`config.mk`:
```
export PLATFORM = sky130hd
export DESIGN_NAME = pipe_stage_hs_flat
export DESIGN_NICKNAME = d
export VERILOG_FILES = /design/src/rtl/pipe_pkg.sv /design/src/rtl/pipe_stage_hs_if.sv /design/src/rtl/pipe_slot.sv /design/src/rtl/pipe_stage_hs.sv /design/src/flat_wrapper.sv
export SDC_FILE = /design/constraint.sdc
export NUM_CORES = 1
export LEC_CHECK = 0
export CAP_MARGIN = 5
export CORE_ASPECT_RATIO = 0.9
export CORE_UTILIZATION = 56
export DETAILED_ROUTE_END_ITERATION = 10
export PLACE_DENSITY = 0.95
export SLEW_MARGIN = 25
export SYNTH_ARGS = -nofsm -noshare
export SYNTH_HDL_FRONTEND = slang
export SYNTH_SLANG_ARGS = --single-unit
```
`constraint.sdc`:
```
create_clock -name clk -period 3.75 [get_ports clk]
set_input_delay 0.75 -clock clk [delete_from_list [all_inputs] [get_ports clk]]
set_output_delay 0.75 -clock clk [all_outputs]
set_load 0.02 [all_outputs]
```
`src/rtl/pipe_pkg.sv`:
```
// Shared definitions for the handshaked pipeline-stage register:
// occupancy state encoding and the ID/EX control-bundle bit layout.
package pipe_pkg;

    // State is the pair {main valid, skid valid}.
    typedef enum logic [1:0] {
        ST_EMPTY = 2'b00,
        ST_ONE   = 2'b10,
        ST_FULL  = 2'b11
    } state_t;

    // Bit offsets of the ID/EX control bundle as packed by the decoder.
    localparam int CTRL_REG_WRITE = 0;
    localparam int CTRL_WED       = 1;
    localparam int CTRL_BRANCH    = 2;
    localparam int CTRL_JMP       = 3;
    localparam int CTRL_JMPR      = 4;
    localparam int CTRL_ALUSRC    = 5;
    localparam int CTRL_RES_SRC   = 6;   // two bits: 6..7
    localparam int CTRL_RES_SRC_W = 2;
    localparam int CTRL_LUI       = 8;
    localparam int CTRL_AUIPC     = 9;

    // Decode the two slot valid bits into the stage state.
    // A lone skid entry cannot occur; it is folded into EMPTY.
    function automatic state_t state_of(input logic main_v, input logic skid_v);
        state_t st;
        if (main_v && skid_v) begin
            st = ST_FULL;
        end else if (main_v) begin
            st = ST_ONE;
        end else begin
            st = ST_EMPTY;
        end
        return st;
    endfunction

endpackage

```
`src/rtl/pipe_stage_hs_if.sv`:
```
// Valid/ready handshake bundle carrying a payload and a control bundle.
// master drives valid/data/ctrl, slave drives ready.
interface pipe_stage_hs_if #(
    parameter int DATA_W = 192,
    parameter int CTRL_W = 16
);
    logic              valid;
    logic              ready;
    logic [DATA_W-1:0] data;
    logic [CTRL_W-1:0] ctrl;

    modport master (output valid, output data, output ctrl, input ready);
    modport slave  (input valid, input data, input ctrl, output ready);
endinterface

```
`src/rtl/pipe_slot.sv`:
```
// One storage slot of the stage: payload, control bundle and valid bit.
// clear has priority over load; a cleared slot always shows CTRL_RST so a
// bubble can never carry a stale write enable.
module pipe_slot #(
    parameter int              DATA_W     = 192,
    parameter int              CTRL_W     = 16,
    parameter logic [CTRL_W-1:0] CTRL_RST = '0,
    parameter bit              CLEAR_DATA = 1'b1
) (
    input  logic              clk,
    input  logic              rst_n,
    input  logic              load_i,
    input  logic              clear_i,
    input  logic [DATA_W-1:0] data_i,
    input  logic [CTRL_W-1:0] ctrl_i,
    output logic              valid_o,
    output logic [DATA_W-1:0] data_o,
    output logic [CTRL_W-1:0] ctrl_o
);

    logic              valid_q, valid_d;
    logic [DATA_W-1:0] data_q,  data_d;
    logic [CTRL_W-1:0] ctrl_q,  ctrl_d;

    // Next-slot contents: clear beats load, otherwise hold.
    always_comb begin
        valid_d = valid_q;
        data_d  = data_q;
        ctrl_d  = ctrl_q;
        if (clear_i) begin
            valid_d = 1'b0;
            ctrl_d  = CTRL_RST;
            if (CLEAR_DATA) begin
                data_d = '0;
            end
        end else if (load_i) begin
            valid_d = 1'b1;
            data_d  = data_i;
            ctrl_d  = ctrl_i;
        end
    end

    // Slot register with asynchronous reset to the bubble value.
    always_ff @(posedge clk or negedge rst_n) begin
        if (!rst_n) begin
            valid_q <= 1'b0;
            data_q  <= '0;
            ctrl_q  <= CTRL_RST;
        end else begin
            valid_q <= valid_d;
            data_q  <= data_d;
            ctrl_q  <= ctrl_d;
        end
    end

    assign valid_o = valid_q;
    assign data_o  = data_q;
    assign ctrl_o  = ctrl_q;

endmodule

```
`src/rtl/pipe_stage_hs.sv`:
```
// Handshaked pipeline-stage register. With SKID=1 a second slot absorbs the
// entry that arrives while the head is stalled, so in_ready can be a flop
// without losing throughput. With SKID=0 a single slot is used and in_ready
// is combinational. flush empties the stage and drops the current input.
module pipe_stage_hs
    import pipe_pkg::*;
#(
    parameter int                DATA_W     = 192,
    parameter int                CTRL_W     = 16,
    parameter logic [CTRL_W-1:0] CTRL_RST   = '0,
    parameter bit                CLEAR_DATA = 1'b1,
    parameter bit                SKID       = 1'b1
) (
    input  logic               clk,
    input  logic               rst_n,
    input  logic               flush,
    pipe_stage_hs_if.slave     in_if,
    pipe_stage_hs_if.master    out_if,
    output logic [1:0]         occupancy
);

    logic              main_load;
    logic              main_clear;
    logic [DATA_W-1:0] main_din;
    logic [CTRL_W-1:0] main_cin;
    logic              main_v;

    pipe_slot #(
        .DATA_W     (DATA_W),
        .CTRL_W     (CTRL_W),
        .CTRL_RST   (CTRL_RST),
        .CLEAR_DATA (CLEAR_DATA)
    ) u_main (
        .clk     (clk),
        .rst_n   (rst_n),
        .load_i  (main_load),
        .clear_i (main_clear),
        .data_i  (main_din),
        .ctrl_i  (main_cin),
        .valid_o (main_v),
        .data_o  (out_if.data),
        .ctrl_o  (out_if.ctrl)
    );

    assign out_if.valid = main_v;

    if (SKID) begin : g_skid
        logic              skid_load;
        logic              skid_clear;
        logic              skid_v;
        logic [DATA_W-1:0] skid_data;
        logic [CTRL_W-1:0] skid_ctrl;
        logic              in_ready_q, in_ready_d;
        logic              accept, transfer;
        state_t            state_cur, state_d;

        // The skid slot only ever takes the upstream entry.
        pipe_slot #(
            .DATA_W     (DATA_W),
            .CTRL_W     (CTRL_W),
            .CTRL_RST   (CTRL_RST),
            .CLEAR_DATA (CLEAR_DATA)
        ) u_skid (
            .clk     (clk),
            .rst_n   (rst_n),
            .load_i  (skid_load),
            .clear_i (skid_clear),
            .data_i  (in_if.data),
            .ctrl_i  (in_if.ctrl),
            .valid_o (skid_v),
            .data_o  (skid_data),
            .ctrl_o  (skid_ctrl)
        );

        assign state_cur = state_of(main_v, skid_v);
        assign accept    = in_if.valid & in_ready_q;
        assign transfer  = main_v & out_if.ready;

        // Next state and slot controls; the skid entry only moves into main,
        // never straight out, which keeps ordering strictly FIFO.
        always_comb begin
            state_d    = state_cur;
            main_load  = 1'b0;
            main_clear = 1'b0;
            skid_load  = 1'b0;
            skid_clear = 1'b0;
            main_din   = in_if.data;
            main_cin   = in_if.ctrl;
            if (flush) begin
                state_d    = ST_EMPTY;
                main_clear = 1'b1;
                skid_clear = 1'b1;
            end else begin
                case (state_cur)
                    ST_EMPTY: begin
                        if (accept) begin
                            main_load = 1'b1;
                            state_d   = ST_ONE;
                        end
                    end
                    ST_ONE: begin
                        if (accept && transfer) begin
                            main_load = 1'b1;
                        end else if (accept) begin
                            skid_load = 1'b1;
                            state_d   = ST_FULL;
                        end else if (transfer) begin
                            main_clear = 1'b1;
                            state_d    = ST_EMPTY;
                        end
                    end
                    ST_FULL: begin
                        if (transfer) begin
                            main_load  = 1'b1;
                            main_din   = skid_data;
                            main_cin   = skid_ctrl;
                            skid_clear = 1'b1;
                            state_d    = ST_ONE;
                        end
                    end
                    default: begin
                        main_clear = 1'b1;
                        skid_clear = 1'b1;
                        state_d    = ST_EMPTY;
                    end
                endcase
            end
            in_ready_d = (state_d != ST_FULL);
        end

        // Registered in_ready: open whenever the next state leaves room.
        always_ff @(posedge clk or negedge rst_n) begin
            if (!rst_n) begin
                in_ready_q <= 1'b1;
            end else begin
                in_ready_q <= in_ready_d;
            end
        end

        assign in_if.ready = in_ready_q;
        assign occupancy   = {1'b0, main_v} + {1'b0, skid_v};
    end else begin : g_noskid
        logic in_ready_c;
        logic accept, transfer;

        assign in_ready_c  = ~main_v | out_if.ready;
        assign in_if.ready = in_ready_c;
        assign accept      = in_if.valid & in_ready_c;
        assign transfer    = main_v & out_if.ready;
        assign main_din    = in_if.data;
        assign main_cin    = in_if.ctrl;

        // Single slot: flush clears, accept reloads, a lone transfer empties.
        always_comb begin
            main_load  = 1'b0;
            main_clear = 1'b0;
            if (flush) begin
                main_clear = 1'b1;
            end else if (accept) begin
                main_load = 1'b1;
            end else if (transfer) begin
                main_clear = 1'b1;
            end
        end

        assign occupancy = {1'b0, main_v};
    end

endmodule

```
`src/flat_wrapper.sv`:
```
// flat-port wrapper written by rule: the top's interface ports become plain ports
module pipe_stage_hs_flat import pipe_pkg::*;
#(
    parameter int                DATA_W     = 192,
    parameter int                CTRL_W     = 16,
    parameter logic [CTRL_W-1:0] CTRL_RST   = '0,
    parameter bit                CLEAR_DATA = 1'b1,
    parameter bit                SKID       = 1'b1
)
  (clk, rst_n, flush, occupancy, in_if_valid, in_if_data, in_if_ctrl, in_if_ready, out_if_valid, out_if_data, out_if_ctrl, out_if_ready);
  pipe_stage_hs_if #(.DATA_W(DATA_W), .CTRL_W(CTRL_W)) in_if_i ();
  pipe_stage_hs_if #(.DATA_W(DATA_W), .CTRL_W(CTRL_W)) out_if_i ();
  input  logic clk;
  input  logic rst_n;
  input  logic flush;
  output logic [1:0] occupancy;
  input wire logic [$bits(in_if_i.valid)-1:0] in_if_valid;
  input wire logic [$bits(in_if_i.data)-1:0] in_if_data;
  input wire logic [$bits(in_if_i.ctrl)-1:0] in_if_ctrl;
  output wire logic [$bits(in_if_i.ready)-1:0] in_if_ready;
  output wire logic [$bits(out_if_i.valid)-1:0] out_if_valid;
  output wire logic [$bits(out_if_i.data)-1:0] out_if_data;
  output wire logic [$bits(out_if_i.ctrl)-1:0] out_if_ctrl;
  input wire logic [$bits(out_if_i.ready)-1:0] out_if_ready;
  assign in_if_i.valid = in_if_valid;
  assign in_if_i.data = in_if_data;
  assign in_if_i.ctrl = in_if_ctrl;
  assign in_if_ready = in_if_i.ready;
  assign out_if_valid = out_if_i.valid;
  assign out_if_data = out_if_i.data;
  assign out_if_ctrl = out_if_i.ctrl;
  assign out_if_i.ready = out_if_ready;
  pipe_stage_hs #(.DATA_W(DATA_W), .CTRL_W(CTRL_W), .CTRL_RST(CTRL_RST), .CLEAR_DATA(CLEAR_DATA), .SKID(SKID)) u_core (.clk(clk), .rst_n(rst_n), .flush(flush), .in_if(in_if_i), .out_if(out_if_i), .occupancy(occupancy));
endmodule
```
[Word level (Yosys, flattened, before mapping)]
Index checks and enable logic that the tools add are counted.
Cells by class
  add/subtract/negate cells: 1
  reduce and logical (&&, ||, !) cells: 7
  mux-type cells: 41
  eq/ne operators: 3
  bitwise logic cells: 2
Operators by type and width (count)
  $mux W192: 7
  $mux W16: 7
  $mux W2: 8
  $mux W1: 15
  $pmux W2 S3: 1
  $eq A2 B2 Y1 const B: 2
  $pmux W1 S2: 2
  $reduce_bool A2 Y1: 2
  $reduce_or A2 Y1: 2
  $pmux W1 S3: 1
  $add A1 B1 Y2: 1
  $and A1 B1 Y1: 2
  $logic_and A1 B1 Y1: 2
  $logic_not A2 Y1: 1
  $ne A2 B2 Y1 const B: 1
Storage, ports and cells
  register bits: 419
  word-level logic and storage cells: 61
  output and inout bits: 212
  input port bits: 213

[Depth between registers and ports, before layout]
Gate-level depths: netlist (run 1).
  depth in word-level cells: 8
  depth in mapped cells: 9
  depth with buffers taken out: 6

[Modules after synthesis]
From an unflattened synthesis (run 1), not the netlist that was laid out.
Unflattened totals
  cell total of the unflattened synthesis: 1603
  area total of the unflattened synthesis: 19866.6 um2
Modules (own cells, without submodules)
  pipe_slot: area an instance 8370.5 um2, cells an instance 673, instances 2, seq. area each 5230.0 um2
  pipe_stage_hs: area an instance 3125.5 um2, cells an instance 257, instances 1, seq. area each 26.3 um2

[Worst setup path before layout (run 1)]
No wires, ideal clock.
  path kind: flip-flop to flip-flop
  from: register u_core.u_main.valid_q, in the netlist u_core.u_main.valid_o
  to: register u_core.u_main.data_q[71], in the netlist u_core.u_main.data_o[71]
  buffers on the path: 3
  cell stages (with the launch flop): 9
  library setup time: 0.137 ns
  slack: 1.602 ns
  period minus slack after synthesis: 2.148 ns
  arrival: 2.012 ns
  required time: 3.613 ns
  cells stage by stage: dfrtp_1 ha_1 or2_1 o221ai_2 and2_1 buf_2 buf_4 buf_6 a211oi_2
Between the ends
  word-level cells in the longest chain between the ends: 7
  elaborated cells on any way between the ends: 23
  classes of those cells: 2 x eq/ne; 15 x mux; 1 x bitwise; 5 x reduce/logical
RTL lines
  start, declared: line pipe_slot.sv:21  | logic valid_q, valid_d;
  start signal, assigned: line pipe_slot.sv:50  | valid_q <= valid_d;
  $mux W2 (tied with other cells): line pipe_pkg.sv:30  | end else if (main_v) begin
  $mux W2 / $mux W1 (equally long branches): line pipe_pkg.sv:28, pipe_stage_hs.sv:107, pipe_stage_hs.sv:113
  $eq A2 B2 Y1 (tied with other cells): line pipe_stage_hs.sv:94  | case (state_cur)
  $reduce_or A2 Y1 (no source line) (tied with other cells)
  $pmux W1 S2 / $mux W192 (equally long branches): line pipe_stage_hs.sv:94, pipe_stage_hs.sv:89
  $mux W1 / $mux W192 (equally long branches): line pipe_stage_hs.sv:89, pipe_slot.sv:36
  $mux W192 / $reduce_bool A2 Y1 (equally long branches)
  end signal, assigned: line pipe_slot.sv:51  | data_q <= data_d;
  end, declared: line pipe_slot.sv:22  | logic [DATA_W-1:0] data_q, data_d;
Several ways; a longest one is shown, not always the timed one. The select of a mux whose other input is x is not followed.
A chain may end at the register's enable or synchronous reset.

[Worst setup path after layout (run 1)]
  from: register u_core.u_main.valid_q, in the netlist u_core.u_main.valid_o
  to: register u_core.u_main.data_q[49], in the netlist u_core.u_main.data_o[49]
Same word-level chain as after synthesis.

==> metrics.yaml, run 1 <==
outcome:
  run_status: "complete, no violations"
synthesis:
  dominantRegCellSynth: "dfrtp_1"
  synth_top_area_cell: "dfrtp_1"
  synthCells: 1903
  yosys.area_share.simple_pct: 9.50
  synth.distinct_cells: 25
  syn_avg_cell_area_sq_um: 10.5
  async_reset_ff_share_pct: 100
  synth_top_family_by_area: "compound AO/OA/AOI/OAI gates"
  ys_seq_elements: 419
  ys.warnings.count: 0
  synth_compound_area_share_pct: 21.1
  synth.net_count: 2119
  yosys-top-cells-area: "dfrtp_1 (53%), a21oi_1 (10%), mux2i_1 (10%)"
  ys_seq_area_share_pct: 52.7
  synthXorXnorAreaFrac_pct: 0
  synth_fa_ha_area_share_pct: 0.189
  netlist_area_sq_um: 19900
  synth_edf_count: 0
  yosys.area.top_type_share_pct: 52.5
  synth_mux_area_share_pct: 10.5
layout:
  nFillCells: 2168
  fin_nets: 2424
  stdcell_count: 2709
  final_core_util_pct: 73.0
  drive_gt1_share_pct: 9.70
  layout_commonest_cell: "clkdlybuf4s50_1"
  area_growth_pct: 28.6
  layout_common_cells: "clkdlybuf4s50_1 (422), dfrtp_1 (418), a21oi_1 (417)"
  seq_area_sq_um: 10500
  multi_input_area_sq_um: 8280
critical_path:
  reg2reg_to: "u_core.u_main.data_o[49]$_DFFE_PN0P_"
  r2r_slack_ns: 0.79
  crit_chain: "ha_1 > nand3_1 > o221ai_4 > buf_12 > a21oi_1 > a211oi_1"
  crit_path_end_kind: "register"
  slowest_stage: "buf_12"
  path_delay_family: "compound AO/OA/AOI/OAI gates"
  worstPathRequired_ns: 4.17
  arrival_ns: 3.37
  timing.critical_path.fanout_max: 208
  start_kind: "register"
  crit_buf_inv: 1
  path_class: "reg2reg"
  slowest_delay_ns: 0.73
  r2r_start: "u_core.u_main.valid_o$_DFFE_PN0P_"
  reg2regPathDepth: 6
clock_network:
  h-tree-depth: 2
  clock_latency_ns: 0.55
  cts_max_path_buffers: 3
  cts_buffers: 42
  cts_tree: "built"
  cts_resized: 0
  cts_sinks: 419
  hold_buffers: 0
  path_clk_slew_ns: 0.06
  postCtsSetupBuffers: 0
  cts-root-buf: "clkbuf_16"
power:
  netSwitchingPower_mw: 3.47
  p_int_mw: 8.39
  p_leak_nw: 11.6
  p_per_area_nw_per_um2: 463
  p_comb_share_pct: 21.4
  clockPowerShare_pct: 35.4
  power.total_mw: 11.9
  p_seq_share_pct: 43.2
  vdd_drop_max_mv: 0.412
  switching_share_pct: 29.3
timing:
  finalSetupViolCount: 0
  slew_headroom_pct: 14.9
  rsz0062_at_grt: "false"
  post-route-period-util_pct: 78.8
  worst_pin_slew_ns: 1.28
  finalCriticalPeriod_ns: 2.96
  fin_setup_tns_ns: 0
  max_freq_ghz: 0.338
  hold_viol: 0
  slew_violations: 0
  skew_ns: 0.0202
floorplan:
  die_w_um: 201
  row_count: 65
  die_area_sq_um: 36300
  initial_core_util_pct: 56.8
  core_sq_um: 35100
  boundaryPins: 425
  die_y_um: 181
grt:
  antenna_found_initial: 3
  met2_usage_pct: 56.2
  grt_pass1_vias: 18000
  grt_pass1_wl_um: 99900
  grt_use_met1_pct: 43.8
  grt.overflow.total: 0
  grt_max_degree: 210
  grt-busiest-layer: "met2"
  grt_usage_pct: 34.3
  grtUsageMet3_pct: 6.85
flow_run:
  maxCapViolCount: 0
place:
  hpwl_um: 36800
  dp_cells: 2633
  routabilityCongestion: 0.854
  portBuffers: 424
drt:
  dr_total_vias: 17900
  postRouteAntennaNets: 0
  firstDrtPassIters: 5
  routed_wl_um: 63400
  drtIter0Drc: 1830
  drc: 0
  wl_per_cell_um: 23.4
  vias_per_cell: 6.59
worst_hold_path:
  worstHoldPathType: "in2async"
## synthesized netlist by cell type, types with 2 or more instances
master / instances
mux2i_1: 208
buf_4: 13
and2_1: 2
buf_1: 8
nand3_1: 211
nand2_1: 213
buf_6: 37
nor2_1: 3
buf_2: 70
a21oi_1: 417
a211oi_1: 108
clkbuf_1: 79
ha_1: 3
inv_1: 4
dfrtp_1: 418
a211oi_2: 100
## per-stage QoR
step	area (sq um)	hold slack, ns	setup slack, ns
2_1_floorplan	19900	0.454	1.60
3_3_place_gp	24200	0.520	0.707
4_1_cts	25600	0.230	0.870
5_1_grt	25600	0.272	0.725
3_5_place_dp	24200	0.526	0.470
6_report	25600	0.209	0.794
## worst register-to-register path: cells and delay by family, from the launching register on
kind	cells	cell delay, ns
compound gates	3	1.03
buf+inv	1	0.73
flops	1	0.59
simple gates	1	0.24
fa+ha+maj	1	0.23
## power by group through the flow
stage               clock, mW  combinational [mW]  sequential [mW]
floorplan                   0                1.04             5.43
global placement            0                2.40             5.16
detailed placement          0                2.49             5.18
CTS                      4.23                2.52             5.11
global route             4.40                2.68             5.15
finish                   4.20                2.54             5.12
## sequential cells by signal (all words and copies together), names as in the netlist
signal and cells:
u_core.g_skid.u_skid.data_o 192, u_core.u_main.data_o 192, u_core.g_skid.u_skid.ctrl_o 16, u_core.u_main.ctrl_o 16
u_core.g_skid.u_skid.valid_o 1, u_core.in_if.ready 1, u_core.u_main.valid_o 1
## worst max path at each step
| stage | startpoint | to | slack, ns | cells past startpoint |
|---|---|---|---|---|
| CTS | u_core.u_main.valid_o$_DFFE_PN0P_ | occupancy[1] | 0.87 | 2 |
| floorplan | u_core.u_main.valid_o$_DFFE_PN0P_ | u_core.u_main.data_o[71]$_DFFE_PN0P_ | 1.60 | 8 |
| detailed placement | in_if_valid | u_core.u_main.data_o[49]$_DFFE_PN0P_ | 0.47 | 6 |
| finish | u_core.u_main.valid_o$_DFFE_PN0P_ | u_core.u_main.data_o[49]$_DFFE_PN0P_ | 0.79 | 6 |
| global route | u_core.u_main.valid_o$_DFFE_PN0P_ | u_core.u_main.data_o[23]$_DFFE_PN0P_ | 0.72 | 6 |
| global placement | in_if_valid | u_core.u_main.data_o[85]$_DFFE_PN0P_ | 0.71 | 6 |
## area by class of cell
| class | instances | share of cell area, % |
|---|---|---|
| Multi-Input combinational cell | 1273 | 32.4 |
| Clock buffer | 69 | 5.26 |
| Inverter | 4 | 0.0586 |
| Clock inverter | 4 | 0.0782 |
| Timing Repair Buffer | 468 | 19.0 |
| Sequential cell | 419 | 41.0 |
| Tap cell | 469 | 2.29 |
| Antenna cell | 3 | 0.0293 |
## per-layer routing
layer	routed length [um]	part of all wire [%]	vias up
li1	-	-	7475
met2	30800	49	1289
met4	3290	5.2	0
met3	6360	10	252
met1	22900	36	8840
met5	0	0	-
## cell families (layout without fill, tap and decap cells)
family | count (synthesis) | after routing
AO/OA/AOI/OAI | 631 | 631
other | 0 | 3
AND/OR/NAND/NOR | 431 | 431
adder cells (fa/ha/maj) | 3 | 3
flip-flops | 419 | 419
buffers and inverters | 211 | 545
multiplexers | 208 | 208
Note: power is estimated with default switching activity, not from simulation.
==> run 2: changes to the inputs <==
- CORE_UTILIZATION: 56 -> 52
- PLACE_DENSITY: 0.95 -> 0.92
- clock period: 3.75 -> 3.01 ns (I/O delays scaled with it)
==> run 2 against run 1 <==
Register-to-register slack worse by 0.28 ns. Clock power is 36% higher. Total power is 29% higher.
==> metrics.yaml, run 2 (synthesis results as in run 1) <==
drt:
  routed_wl_um: 64300
  firstDrtPassIters: 5
  drc: 0
  wl_per_cell_um: 23.5
  drtIter0Drc: 2063
  vias_per_cell: 6.45
  dr_total_vias: 17700
  postRouteAntennaNets: 0
clock_network:
  hold_buffers: 0
  cts_max_path_buffers: 3
  cts_resized: 0
  postCtsSetupBuffers: 0
  cts_sinks: 419
  cts-root-buf: "clkbuf_16"
  path_clk_slew_ns: 0.06
  clock_latency_ns: 0.55
  cts_tree: "built"
  h-tree-depth: 2
  cts_buffers: 44
layout:
  nFillCells: 2415
  drive_gt1_share_pct: 10.5
  finalInstanceArea_sq_um: 26000
  layout_commonest_cell: "clkdlybuf4s50_1"
  fin_nets: 2434
  layout_common_cells: "clkdlybuf4s50_1 (422), dfrtp_1 (418), a21oi_1 (417)"
  area_growth_pct: 30.6
critical_path:
  path_class: "reg2out"
  worstPathRequired_ns: 2.41
  timing.critical_path.fanout_max: 11
  arrival_ns: 2.13
  crit_path_end_kind: "output port"
  start_kind: "register"
grt:
  antenna_found_initial: 5
  met2_usage_pct: 51.5
  grt_use_met1_pct: 40.7
  grt-busiest-layer: "met2"
  grt_max_degree: 149
  grtUsageMet3_pct: 7.59
  grt_pass1_vias: 18100
  grt_usage_pct: 32.0
  grt_pass1_wl_um: 100000
  grt.overflow.total: 0
timing:
  finalSetupViolCount: 0
  fin_setup_tns_ns: 0
  slew_headroom_pct: 33.4
  hold_viol: 0
  finalCriticalPeriod_ns: 2.73
  skew_ns: 0.0123
  slew_violations: 0
  rsz0062_at_grt: "false"
  fin_ws_ns: 0.279
  max_freq_ghz: 0.366
  post-route-period-util_pct: 90.7
  worst_pin_slew_ns: 0.999
  holdWs_ns: 0.0532
power:
  power.total_mw: 15.3
  switching_share_pct: 28.9
  p_leak_nw: 11.8
  clockPowerShare_pct: 37.3
  netSwitchingPower_mw: 4.43
  p_seq_share_pct: 41.6
  p_comb_share_pct: 21.1
  p_per_area_nw_per_um2: 588
  p_int_mw: 10.9
  vdd_drop_max_mv: 0.515
worst_hold_path:
  worstHoldPathType: "in2async"
place:
  placed_area_sq_um: 24500
  hpwl_um: 38100
  dp_worst_setup_slack_ns: 0.271
  routabilityCongestion: 0.853
  portBuffers: 424
floorplan:
  die_y_um: 188
  core_sq_um: 37500
  boundaryPins: 425
  row_count: 67
  initial_core_util_pct: 53.1
  die_area_sq_um: 39100
  die_w_um: 208
outcome:
  run_status: "complete, no violations"
flow_run:
  maxCapViolCount: 0
[run 2: worst paths after layout]
| kind | startpoint | end | slack [ns] | depth (start not counted) |
|---|---|---|---|---|
| hold / removal | rst_n | u_core.u_main.data_o[91]$_DFFE_PN0P_ | 0.05 | 1 |
| min in group clk | flush | u_core.g_skid.u_skid.data_o[183]$_DFFE_PN0P_ | 0.48 | 2 |
| setup / recovery | u_core.u_main.valid_o$_DFFE_PN0P_ | occupancy[0] | 0.28 | 3 |
| hold reg to reg | u_core.g_skid.u_skid.ctrl_o[0]$_DFFE_PN0P_ | u_core.g_skid.u_skid.ctrl_o[0]$_DFFE_PN0P_ | 0.53 | 2 |
| max in group asynchronous | rst_n | u_core.u_main.data_o[71]$_DFFE_PN0P_ | 2.04 | 2 |
| setup reg to reg | u_core.u_main.valid_o$_DFFE_PN0P_ | u_core.u_main.data_o[49]$_DFFE_PN0P_ | 0.51 | 7 |
[run 2: worst max-delay path, stage by stage, from the launching register on]
cell	delay, ns
dfrtp_1	0.58
ha_1	0.31
inv_1	0.09
clkdlybuf4s50_1	0.60
[run 2: final cells by class]
cell class              instances  area [sq um]  area share, %
clock inverters                18           234          0.900
clock buffers                  60          1280           4.93
flip-flops and latches        419         10500           40.3
multi-input cells            1273          8280           31.8
repair buffers                476          5090           19.6
well taps                     483           604           2.32
diodes                          4          10.0         0.0385
inverters                       4          15.0         0.0577
[run 2: through the flow]
stage                     util [%]  cells
final                         69.4   2737
after global routing          69.4   2737
after CTS                     69.4   2733
after detailed placement      65.3   2655
after global placement        65.3   2655
after floorplan                  -   1903
[run 2: power groups by stage]
stage               Combinational (mW)  Clock (mW)  Sequential, mW
floorplan                         1.29           0            6.77
global placement                  3.07           0            6.42
detailed placement                3.18           0            6.43
CTS                               3.22        5.76            6.35
global route                      3.41        5.98            6.40
finish                            3.23        5.70            6.36
[run 2: per-layer routing]
metal | wire (um) | up-vias | part of all wire (%)
met3 | 6230 | 251 | 9.7
li1 | - | 7507 | -
met5 | 0 | - | 0
met1 | 24000 | 8743 | 37
met4 | 3430 | 0 | 5.3
met2 | 30700 | 1159 | 48
